<file path="src/rtl/delayed_io_capture_if.sv">
// APB register-bus bundle shared by the delayed I/O blocks in the cmd_clk domain.
interface delayed_io_capture_if #(
    parameter int W_OFSET = 8
);
    logic               psel;
    logic               penable;
    logic               pwrite;
    logic [W_OFSET-1:0] paddr;
    logic [31:0]        pwdata;
    logic               pready;
    logic [31:0]        prdata;
    logic               pserr;

    modport master (
        output psel, penable, pwrite, paddr, pwdata,
        input  pready, prdata, pserr
    );

    modport slave (
        input  psel, penable, pwrite, paddr, pwdata,
        output pready, prdata, pserr
    );
endinterface

</file>
<file path="src/rtl/delayed_io_capture.sv">
// Measures µs latency from an APB arm write to the first qualifying input edge, with timeout.
// Optional input stability filter: define DELAYED_IO_CAPTURE_GLITCH_FILTER_EN.
module delayed_io_capture #(
    parameter int CLK_FREQ   = 19541250,
    parameter int NUM_INPUTS = 4,
    parameter int W_OFSET    = 8
) (
    input  logic                  cmd_clk,
    input  logic                  cmd_rst_n,
    delayed_io_capture_if.slave   apb,
    input  logic [NUM_INPUTS-1:0] i_io_pins,
    output logic                  o_irq
);
    localparam int CYCLES_PER_US = (CLK_FREQ + 999999) / 1000000;
    localparam int PW = (CYCLES_PER_US > 1) ? $clog2(CYCLES_PER_US) : 1;
    localparam logic [PW-1:0] PRESC_MAX = PW'(CYCLES_PER_US - 1);
    localparam logic [7:0] LAT_BASE = 8'h40;

    typedef enum logic {ST_IDLE = 1'b0, ST_ARMED = 1'b1} state_e;

    function automatic logic [31:0] zext(input logic [NUM_INPUTS-1:0] v);
        zext = {{(32-NUM_INPUTS){1'b0}}, v};
    endfunction

    logic                  enable_r, rd_ready_r;
    logic [NUM_INPUTS-1:0] rise_en_r, fall_en_r, irq_mask_r, event_sts_r, timeout_sts_r;
    logic [31:0]           timeout_us_r, prdata_r, rd_data_s;
    logic [NUM_INPUTS-1:0] sync1_r, sync2_r, prev_r, level_s, qual_s, arm_s, armed_s;
    logic [NUM_INPUTS-1:0] ev_set_s, to_set_s, ev_clr_s, to_clr_s;
    logic [PW-1:0]         presc_r;
    logic [7:0]            addr_s;
    logic                  wr_s, rd_acc_s, tick_s, dis_s;
    logic                  wr_ctrl_s, wr_rise_s, wr_fall_s, wr_arm_s, wr_tmo_s, wr_evs_s, wr_tos_s, wr_msk_s;
    state_e                state_r     [NUM_INPUTS];
    state_e                state_nx    [NUM_INPUTS];
    logic [31:0]           elapsed_r   [NUM_INPUTS];
    logic [31:0]           elapsed_nx  [NUM_INPUTS];
    logic [31:0]           latency_r   [NUM_INPUTS];
    logic [31:0]           latency_nx  [NUM_INPUTS];

    assign addr_s   = apb.paddr[7:0];
    assign wr_s     = apb.psel & apb.penable & apb.pwrite;
    assign rd_acc_s = apb.psel & apb.penable & ~apb.pwrite & ~rd_ready_r;
    assign tick_s   = enable_r & (presc_r == PRESC_MAX);
    assign dis_s    = wr_ctrl_s & ~apb.pwdata[0];
    assign arm_s    = (wr_arm_s & enable_r) ? apb.pwdata[NUM_INPUTS-1:0] : {NUM_INPUTS{1'b0}};
    assign ev_clr_s = wr_evs_s ? apb.pwdata[NUM_INPUTS-1:0] : {NUM_INPUTS{1'b0}};
    assign to_clr_s = wr_tos_s ? apb.pwdata[NUM_INPUTS-1:0] : {NUM_INPUTS{1'b0}};
    assign qual_s   = (level_s & ~prev_r & rise_en_r) | (~level_s & prev_r & fall_en_r);

    assign apb.pready = wr_s | rd_ready_r;
    assign apb.prdata = prdata_r;
    assign apb.pserr  = 1'b0;
    assign o_irq      = |((event_sts_r | timeout_sts_r) & irq_mask_r);

    // Write-strobe decode
    always_comb begin
        {wr_ctrl_s, wr_rise_s, wr_fall_s, wr_arm_s, wr_tmo_s, wr_evs_s, wr_tos_s, wr_msk_s} = 8'h00;
        if (wr_s) begin
            case (addr_s)
                8'h00:   wr_ctrl_s = 1'b1;
                8'h04:   wr_rise_s = 1'b1;
                8'h08:   wr_fall_s = 1'b1;
                8'h0C:   wr_arm_s  = 1'b1;
                8'h10:   wr_tmo_s  = 1'b1;
                8'h14:   wr_evs_s  = 1'b1;
                8'h18:   wr_tos_s  = 1'b1;
                8'h24:   wr_msk_s  = 1'b1;
                default: wr_ctrl_s = 1'b0;
            endcase
        end else begin
            wr_ctrl_s = 1'b0;
        end
    end

    // Input synchroniser and edge-detect history
    always_ff @(posedge cmd_clk or negedge cmd_rst_n) begin
        if (!cmd_rst_n) begin
            sync1_r <= {NUM_INPUTS{1'b0}};
            sync2_r <= {NUM_INPUTS{1'b0}};
            prev_r  <= {NUM_INPUTS{1'b0}};
        end else begin
            sync1_r <= i_io_pins;
            sync2_r <= sync1_r;
            prev_r  <= level_s;
        end
    end

`ifdef DELAYED_IO_CAPTURE_GLITCH_FILTER_EN
    logic [3:0]            hist_r [NUM_INPUTS];
    logic [NUM_INPUTS-1:0] filt_r;

    // Accept a new level only after four equal synchronised samples
    always_ff @(posedge cmd_clk or negedge cmd_rst_n) begin
        if (!cmd_rst_n) begin
            for (int i = 0; i < NUM_INPUTS; i++) hist_r[i] <= 4'h0;
            filt_r <= {NUM_INPUTS{1'b0}};
        end else begin
            for (int i = 0; i < NUM_INPUTS; i++) begin
                hist_r[i] <= {hist_r[i][2:0], sync2_r[i]};
                if (hist_r[i] == 4'hF)      filt_r[i] <= 1'b1;
                else if (hist_r[i] == 4'h0) filt_r[i] <= 1'b0;
                else                        filt_r[i] <= filt_r[i];
            end
        end
    end
    assign level_s = filt_r;
`else
    assign level_s = sync2_r;
`endif

    // Microsecond prescaler, parked at zero while disabled
    always_ff @(posedge cmd_clk or negedge cmd_rst_n) begin
        if (!cmd_rst_n)                 presc_r <= {PW{1'b0}};
        else if (!enable_r)             presc_r <= {PW{1'b0}};
        else if (presc_r == PRESC_MAX)  presc_r <= {PW{1'b0}};
        else                            presc_r <= presc_r + {{(PW-1){1'b0}}, 1'b1};
    end

    // Per-input FSM next state: disable > arm > edge > timeout > count
    always_comb begin
        ev_set_s = {NUM_INPUTS{1'b0}};
        to_set_s = {NUM_INPUTS{1'b0}};
        for (int i = 0; i < NUM_INPUTS; i++) begin
            state_nx[i]   = state_r[i];
            elapsed_nx[i] = elapsed_r[i];
            latency_nx[i] = latency_r[i];
            if (dis_s) begin
                state_nx[i] = ST_IDLE;
            end else if (arm_s[i]) begin
                state_nx[i]   = ST_ARMED;
                elapsed_nx[i] = 32'd0;
            end else if (state_r[i] == ST_ARMED) begin
                if (qual_s[i]) begin
                    state_nx[i]   = ST_IDLE;
                    latency_nx[i] = elapsed_r[i];
                    ev_set_s[i]   = 1'b1;
                end else if ((timeout_us_r != 32'd0) && (elapsed_r[i] == timeout_us_r)) begin
                    state_nx[i]   = ST_IDLE;
                    latency_nx[i] = timeout_us_r;
                    to_set_s[i]   = 1'b1;
                end else if (tick_s && (elapsed_r[i] != 32'hFFFF_FFFF)) begin
                    elapsed_nx[i] = elapsed_r[i] + 32'd1;
                end else begin
                    elapsed_nx[i] = elapsed_r[i];
                end
            end else begin
                state_nx[i] = ST_IDLE;
            end
        end
    end

    // Per-input FSM state, elapsed and latency registers
    always_ff @(posedge cmd_clk or negedge cmd_rst_n) begin
        if (!cmd_rst_n) begin
            for (int i = 0; i < NUM_INPUTS; i++) begin
                state_r[i]   <= ST_IDLE;
                elapsed_r[i] <= 32'd0;
                latency_r[i] <= 32'd0;
            end
        end else begin
            for (int i = 0; i < NUM_INPUTS; i++) begin
                state_r[i]   <= state_nx[i];
                elapsed_r[i] <= elapsed_nx[i];
                latency_r[i] <= latency_nx[i];
            end
        end
    end

    // Configuration and status registers; hardware set wins over W1C
    always_ff @(posedge cmd_clk or negedge cmd_rst_n) begin
        if (!cmd_rst_n) begin
            enable_r      <= 1'b0;
            rise_en_r     <= {NUM_INPUTS{1'b0}};
            fall_en_r     <= {NUM_INPUTS{1'b0}};
            irq_mask_r    <= {NUM_INPUTS{1'b0}};
            timeout_us_r  <= 32'd1000;
            event_sts_r   <= {NUM_INPUTS{1'b0}};
            timeout_sts_r <= {NUM_INPUTS{1'b0}};
        end else begin
            if (wr_ctrl_s) enable_r     <= apb.pwdata[0];
            if (wr_rise_s) rise_en_r    <= apb.pwdata[NUM_INPUTS-1:0];
            if (wr_fall_s) fall_en_r    <= apb.pwdata[NUM_INPUTS-1:0];
            if (wr_msk_s)  irq_mask_r   <= apb.pwdata[NUM_INPUTS-1:0];
            if (wr_tmo_s)  timeout_us_r <= apb.pwdata;
            event_sts_r   <= (event_sts_r & ~ev_clr_s) | ev_set_s;
            timeout_sts_r <= (timeout_sts_r & ~to_clr_s) | to_set_s;
        end
    end

    // Read data mux
    always_comb begin
        for (int i = 0; i < NUM_INPUTS; i++) armed_s[i] = (state_r[i] == ST_ARMED);
        rd_data_s = 32'hBADA_DD12;
        case (addr_s)
            8'h00:   rd_data_s = {31'd0, enable_r};
            8'h04:   rd_data_s = zext(rise_en_r);
            8'h08:   rd_data_s = zext(fall_en_r);
            8'h0C:   rd_data_s = 32'd0;
            8'h10:   rd_data_s = timeout_us_r;
            8'h14:   rd_data_s = zext(event_sts_r);
            8'h18:   rd_data_s = zext(timeout_sts_r);
            8'h1C:   rd_data_s = zext(armed_s);
            8'h20:   rd_data_s = zext(level_s);
            8'h24:   rd_data_s = zext(irq_mask_r);
            8'hF8:   rd_data_s = 32'(CYCLES_PER_US);
            default: begin
                for (int i = 0; i < NUM_INPUTS; i++) begin
                    if (addr_s == LAT_BASE + 8'(4 * i)) rd_data_s = latency_r[i];
                end
            end
        endcase
    end

    // Registered read response: one extra access cycle per read
    always_ff @(posedge cmd_clk or negedge cmd_rst_n) begin
        if (!cmd_rst_n) begin
            rd_ready_r <= 1'b0;
            prdata_r   <= 32'd0;
        end else if (rd_ready_r) begin
            rd_ready_r <= 1'b0;
        end else if (rd_acc_s) begin
            rd_ready_r <= 1'b1;
            prdata_r   <= rd_data_s;
        end else begin
            rd_ready_r <= 1'b0;
        end
    end
endmodule

</file>
<file path="src/flat_wrapper.sv">
// flat-port wrapper written by rule: the top's interface ports become plain ports
module delayed_io_capture_flat 
#(
    parameter int CLK_FREQ   = 19541250,
    parameter int NUM_INPUTS = 4,
    parameter int W_OFSET    = 8
)
  (cmd_clk, cmd_rst_n, i_io_pins, o_irq, apb_psel, apb_penable, apb_pwrite, apb_paddr, apb_pwdata, apb_pready, apb_prdata, apb_pserr);
  delayed_io_capture_if #(.W_OFSET(W_OFSET)) apb_i ();
  input  logic cmd_clk;
  input  logic cmd_rst_n;
  input  logic [NUM_INPUTS-1:0] i_io_pins;
  output logic o_irq;
  input wire logic [$bits(apb_i.psel)-1:0] apb_psel;
  input wire logic [$bits(apb_i.penable)-1:0] apb_penable;
  input wire logic [$bits(apb_i.pwrite)-1:0] apb_pwrite;
  input wire logic [$bits(apb_i.paddr)-1:0] apb_paddr;
  input wire logic [$bits(apb_i.pwdata)-1:0] apb_pwdata;
  output wire logic [$bits(apb_i.pready)-1:0] apb_pready;
  output wire logic [$bits(apb_i.prdata)-1:0] apb_prdata;
  output wire logic [$bits(apb_i.pserr)-1:0] apb_pserr;
  assign apb_i.psel = apb_psel;
  assign apb_i.penable = apb_penable;
  assign apb_i.pwrite = apb_pwrite;
  assign apb_i.paddr = apb_paddr;
  assign apb_i.pwdata = apb_pwdata;
  assign apb_pready = apb_i.pready;
  assign apb_prdata = apb_i.prdata;
  assign apb_pserr = apb_i.pserr;
  delayed_io_capture #(.CLK_FREQ(CLK_FREQ), .NUM_INPUTS(NUM_INPUTS), .W_OFSET(W_OFSET)) u_core (.cmd_clk(cmd_clk), .cmd_rst_n(cmd_rst_n), .apb(apb_i), .i_io_pins(i_io_pins), .o_irq(o_irq));
endmodule
</file>
<file path="config.mk">
export PLATFORM = sky130hd
export DESIGN_NAME = delayed_io_capture_flat
export DESIGN_NICKNAME = d
export VERILOG_FILES = /design/src/rtl/delayed_io_capture_if.sv /design/src/rtl/delayed_io_capture.sv /design/src/flat_wrapper.sv
export SDC_FILE = /design/constraint.sdc
export NUM_CORES = 1
export LEC_CHECK = 0
export CORE_AREA = 2 2 212 214
export DETAILED_ROUTE_END_ITERATION = 16
export DIE_AREA = 0 0 214 216
export GPL_ROUTABILITY_DRIVEN = 0
export PLACE_DENSITY = 0.68
export SLEW_MARGIN = 20
export SYNTH_ARGS = -nofsm -noshare
export SYNTH_HDL_FRONTEND = slang
export SYNTH_SLANG_ARGS = --single-unit
</file>
<file path="constraint.sdc">
create_clock -name cmd_clk -period 2.8 [get_ports cmd_clk]
set_input_delay 0.56 -clock cmd_clk [delete_from_list [all_inputs] [get_ports cmd_clk]]
set_output_delay 0.56 -clock cmd_clk [all_outputs]
set_load 0.01 [all_outputs]
</file>
Word-level counts from Yosys, hierarchy flattened
Index checks and enable logic that the tools add are counted.
Widths: inputs -> output; s select.
Cells by class
  bitwise operators: 31
  reductions and logical operators: 32
  equal/unequal tests: 31
  $add $sub $neg: 5
  muxes and demuxes: 112
Operator list (number)
  $mux 32: 32
  $pmux 32 s11: 1
  $add 32x1->32 const B: 4
  $eq 32x32->1: 4
  $ne 32x32->1 const B: 4
  $mux 1: 74
  $eq 8x5->1 const B: 4
  $eq 8x7->1 const B: 4
  $reduce_bool 32->1: 1
  $and 4x4->4: 7
  $reduce_bool 2->1: 12
  $reduce_and 5->1: 4
  $eq 8x4->1 const B: 2
  $eq 8x6->1 const B: 2
  $not 4->4: 4
  $or 4x4->4: 4
  $reduce_and 4->1: 4
  $mux 4: 3
  $mux 5: 2
  $eq 8x3->1 const B: 1
  $eq 8x8->1 const B: 1
  $logic_and 1x1->1: 8
  $logic_not 8->1: 1
  $ne 2x1->1 const B: 4
  other kinds (8): 24
Word-level totals
  logic and storage cells: 236
  output and inout port bits: 35
  bits in registers: 363
  input bits: 49

Depth between registers and ports, before layout
  depth in word-level cells: 9
  mapped depth: 12
  gate-level depth less buffers: 8

Least setup slack after synthesis
Ideal clock, no wire load.
  kind: input -> register
  start point: input port apb_paddr[4]
  end point: register u_core.elapsed_r[88] (netlist name)
  setup slack: -0.002 ns
  cell stages on the path: 12
  library setup time: 0.132 ns
  buffers on the path: 5
  data arrival time: 2.670 ns
  data required time: 2.668 ns
  path through: buf_6 or4_4 buf_6 or4_4 buf_6 and3_4 buf_6 nand3_4 or3_1 buf_4 xor2_1 nor2_1
Between the ends
  word-level cells in the longest chain between the ends: 7
  elaborated cells on any way between the ends: 16
  those cells by class: eq/ne (3); mux (6); bitwise (3); reduce/logical (4)
RTL lines
  from (decl): RTL line flat_wrapper.sv:17  | input wire logic [$bits(apb_i.paddr)-1:0] apb_paddr;
  $eq 8x4->1: RTL line delayed_io_capture.sv:60  | case (addr_s)
  $mux 1: RTL line delayed_io_capture.sv:60
  $mux 1: RTL line delayed_io_capture.sv:59  | if (wr_s) begin
  $and 1x1->1: RTL line delayed_io_capture.sv:46  | assign arm_s = (wr_arm_s & enable_r) ? apb.pwdata[NUM_INPUTS-1:0] : {NUM_INPUTS{1'b0}};
  $mux 4: RTL line delayed_io_capture.sv:46
  $ne 2x2->1 (no line), or another cell as far along
  $reduce_and 5->1 (no line)
  to (signal, indexed assignment): RTL line delayed_io_capture.sv:164  | elapsed_r[i] <= elapsed_nx[i];
  to (decl): RTL line delayed_io_capture.sv:36  | logic [31:0] elapsed_r [NUM_INPUTS];
Several ways; a longest one is shown, not always the timed one.
A chain may end at the register's enable or synchronous reset.

Worst setup path after layout
  start point: register u_core.timeout_us_r[2]
  end point: register u_core.latency_r[121] (netlist name)
Between the ends
  word-level cells in the longest chain between the ends: 4
  elaborated cells on any way between the ends: 5
  those cells by class: eq/ne (1); reduce/logical (4)
RTL lines
  from (decl): RTL line delayed_io_capture.sv:27  | logic [31:0] timeout_us_r, prdata_r, rd_data_s;
  from (signal assigned): RTL line delayed_io_capture.sv:185  | if (wr_tmo_s) timeout_us_r <= apb.pwdata;
  $eq 32x32->1 or $reduce_bool 32->1 (tied branches): RTL line delayed_io_capture.sv:138  | end else if ((timeout_us_r != 32'd0) && (elapsed_r[i] == timeout_us_r)) begin
  $logic_and 1x1->1 (*): RTL line delayed_io_capture.sv:138
  $reduce_bool 2->1 (no line) (*)
  $reduce_and 4->1 (no line) (*)
  to (signal, indexed assignment): RTL line delayed_io_capture.sv:165  | latency_r[i] <= latency_nx[i];
  to (decl): RTL line delayed_io_capture.sv:38  | logic [31:0] latency_r [NUM_INPUTS];
Mark *: on every way between the ends. The rest lies on a longest branch, timed or not.

==> metrics <==
outcome complete, but fails checks; failing checks setup timing; initial antenna violation count 1; final hold slack 0.3436 ns; final instance area 24430 um^2; global route total overflow 0; FF+latch area 9094 um^2; post-synth top area share 0.4563; Initial Util 0.4466; HP Class reg -> reg; syn avg cell area 9.480 um^2; All-Layer GR Usage 0.3070; CP Capture Type register; IO Port Bufs 82; Vias 18290; worst slew pin tran 0.6843 ns; Setup CP Type reg -> reg; fin cells 2910; Cell Area, Placed 22890 um^2; routed length per instance 24.66 um; Gate power share 0.142; top post-synthesis cells by area dfrtp_1, xnor2_1, nand2_1; initial drt markers 2519; Routed Antenna Nets 0; Peak VDD IR 0.4527 mV; total power 12.97 mW; EDFF count, synth 0; 1st-pass router iterations 8; area growth from synthesis to layout 24.82%; required time worst endpoint 3.24 ns; Nets 2337; CTS tree done; Total Neg Setup Slack -0.001447 ns; warnings from Yosys 0; register area share after synthesis 0.4644; layout cells sized above 1 0.1796; Final min period 2.801 ns; clk_lat worst skew 0.58 ns; area of the multi-input gates 9841 um^2; Internal Power 9.553 mW; Synth Flop Type dfrtp_1; DP HPWL 51820 um; register share of total power 0.428; Worst Path Max Fanout 64; clock slew at reported path FFs 0.06 ns; Worst Clk Skew 0.02922 ns; floorplan core area 43840 um^2; Routed WL 71770 um; Mapped Nets 2119; Post-Place Cells 2830; root cell of the clock tree clkbuf_16; post-synth top area cell dfrtp_1; die width 214 um; Post-synth ARST share 1.000; vias in the first global route 18010; final period utilization 1.001; Switching Fraction 0.2632; Slew HR 0.5396; Slew Limit Fails 0; Clock Sink Count 363; clock tree buffer depth 3; drt drc 0; Synth Instances 2065; final hold violations 0; final setup margin -0.001447 ns; I/O pin cnt 84; CP arrival 3.24 ns; synthesis-stage register bit count 363; die area 46220 um^2; clock network power share 0.430; Via density 6.285; DIE HEIGHT 216 um; CP Launch Type register; Std-Cell Rows 77; FILL cells 3750; CTS H-tree lvls 2; pre-CTS setup slack -0.5170 ns; final core occ 0.5574; P per Cell Area 530.6 nW/um^2; Cell Area, Synth 19580 um^2; FMAX 357.0 MHz; Setup-failing EPs final 1; number of distinct library cells after synthesis 68; global-route wire length before repair 109600 um; cts bufs inserted 41; Max Cap Viol 0; Lkg Pwr 10.48 nW; largest net degree at the start of global routing 71; sw power 3.412 mW
==> critical path, stage by stage, from the launching register on <==
cell and delay, ns:
dfrtp_1 0.42, buf_4 0.19, buf_4 0.19, xnor2_1 0.33, nand4_1 0.19, nor4_2 0.42, and3_1 0.25, buf_4 0.18
o21ai_4 0.07, buf_12 0.21, nand2_1 0.09, o21ai_0 0.09
==> power by group through the flow <==
stage               Combinational (mW)  Clock, mW  Sequential [mW]
detailed placement                1.77          0             5.64
global route                      1.96       5.84             5.56
global placement                  1.73          0             5.63
floorplan                        0.832          0             5.62
finish                            1.84       5.57             5.55
CTS                               1.78       5.62             5.54
==> sequential cells by signal, indices dropped and copies added, names as in the netlist, 5 cells and up <==
| signal | flops |
|---|---|
| u_core.elapsed_r | 128 |
| u_core.latency_r | 128 |
| u_core.apb.prdata | 32 |
| u_core.timeout_us_r | 32 |
| u_core.presc_r | 5 |
==> cell usage after synthesis, types with 9 or more instances <==
master	n
mux2i_1	66
and2_1	15
buf_2	43
or3_1	11
nor2_1	161
xor2_1	54
nor4_1	47
a222oi_1	12
clkbuf_1	120
and4_1	16
nor3b_1	9
mux2_2	28
xnor2_1	189
o21ai_0	132
and3_1	34
nand4_1	71
inv_1	15
dfrtp_1	357
o22ai_1	73
a21oi_1	46
nor4b_1	12
nor3_1	82
nand3_1	49
a2bb2oi_1	34
o22a_1	61
nand2_1	220
==> logic make-up after synthesis <==
logic type | Yosys count | synth area share
XOR/XNOR | 243 | 0.1087
multiplexers | 94 | 0.04985
AND/OR/NAND/NOR | 757 | 0.1932
adder cells (fa/ha/maj) | 5 | 0.003196
flip-flops | 363 | 0.4644
buffers and inverters | 194 | 0.04282
other | 1 | 0.0001916
AO/OA/AOI/OAI | 408 | 0.1376
==> what timing repair did <==
action                                  4_1_cts  5_1_grt
pin swaps                                     0        2
endpoints found under the setup margin      152      135
setup buffers                                 0        1
hold endpoints to repair                     39        0
hold buffers                                  1        0
gates resized for setup                       4       21
==> placed cells by master, fill, tap and decap left out, types with 8 or more instances in the layout <==
master	n
dfrtp_1	355
mux2i_1	66
o21ai_0	132
o22a_1	61
a21oi_1	45
nor4b_1	9
clkbuf_1	10
nor2_1	157
nand3_1	48
nand2_1	220
nor3b_1	8
and3_1	34
buf_12	36
or3_1	10
clkinv_2	11
nor4_1	38
nor3_1	82
and4_1	16
clkbuf_8	8
a222oi_1	12
o22ai_1	70
buf_4	233
xnor2_1	188
clkbuf_16	43
clkdlybuf4s50_1	81
a2bb2oi_1	34
mux2_2	28
xor2_1	54
inv_1	15
nand4_1	71
and2_1	15
==> worst paths after layout <==
kind	startpoint	to	slack [ns]	cells past startpoint
hold reg to reg	u_core.sync1_r[0]	u_core.level_s[0]	0.34	0
min in group asynchronous	cmd_rst_n	u_core.elapsed_r[56]	0.57	2
max in group asynchronous	cmd_rst_n	u_core.timeout_us_r[7]	1.40	3
setup reg to reg	u_core.timeout_us_r[2]	u_core.latency_r[121]	-0.001	11
hold / removal	u_core.sync1_r[0]	u_core.level_s[0]	0.34	0
setup / recovery	u_core.timeout_us_r[2]	u_core.latency_r[121]	-0.001	11
==> routing by layer <==
metal / part of all wire / track usage / vias to the layer above
met5: 0 / 0 / -
met3: 0.12 / 0.07963 / 288
met2: 0.43 / 0.4618 / 1288
met4: 0.059 / 0.1559 / 0
met1: 0.39 / 0.4100 / 8857
li1: - / - / 7856
==> cell type report <==
cell class | instances | area share
flip-flops and latches | 363 | 0.3722
inverters | 16 | 0.002458
multi-input cells | 1508 | 0.4027
well taps | 592 | 0.03031
repair buffers | 353 | 0.1357
diodes | 2 | 0.0002048
clock buffers | 61 | 0.05008
clock inverters | 15 | 0.006298
Power figures use the tool's default switching activity.
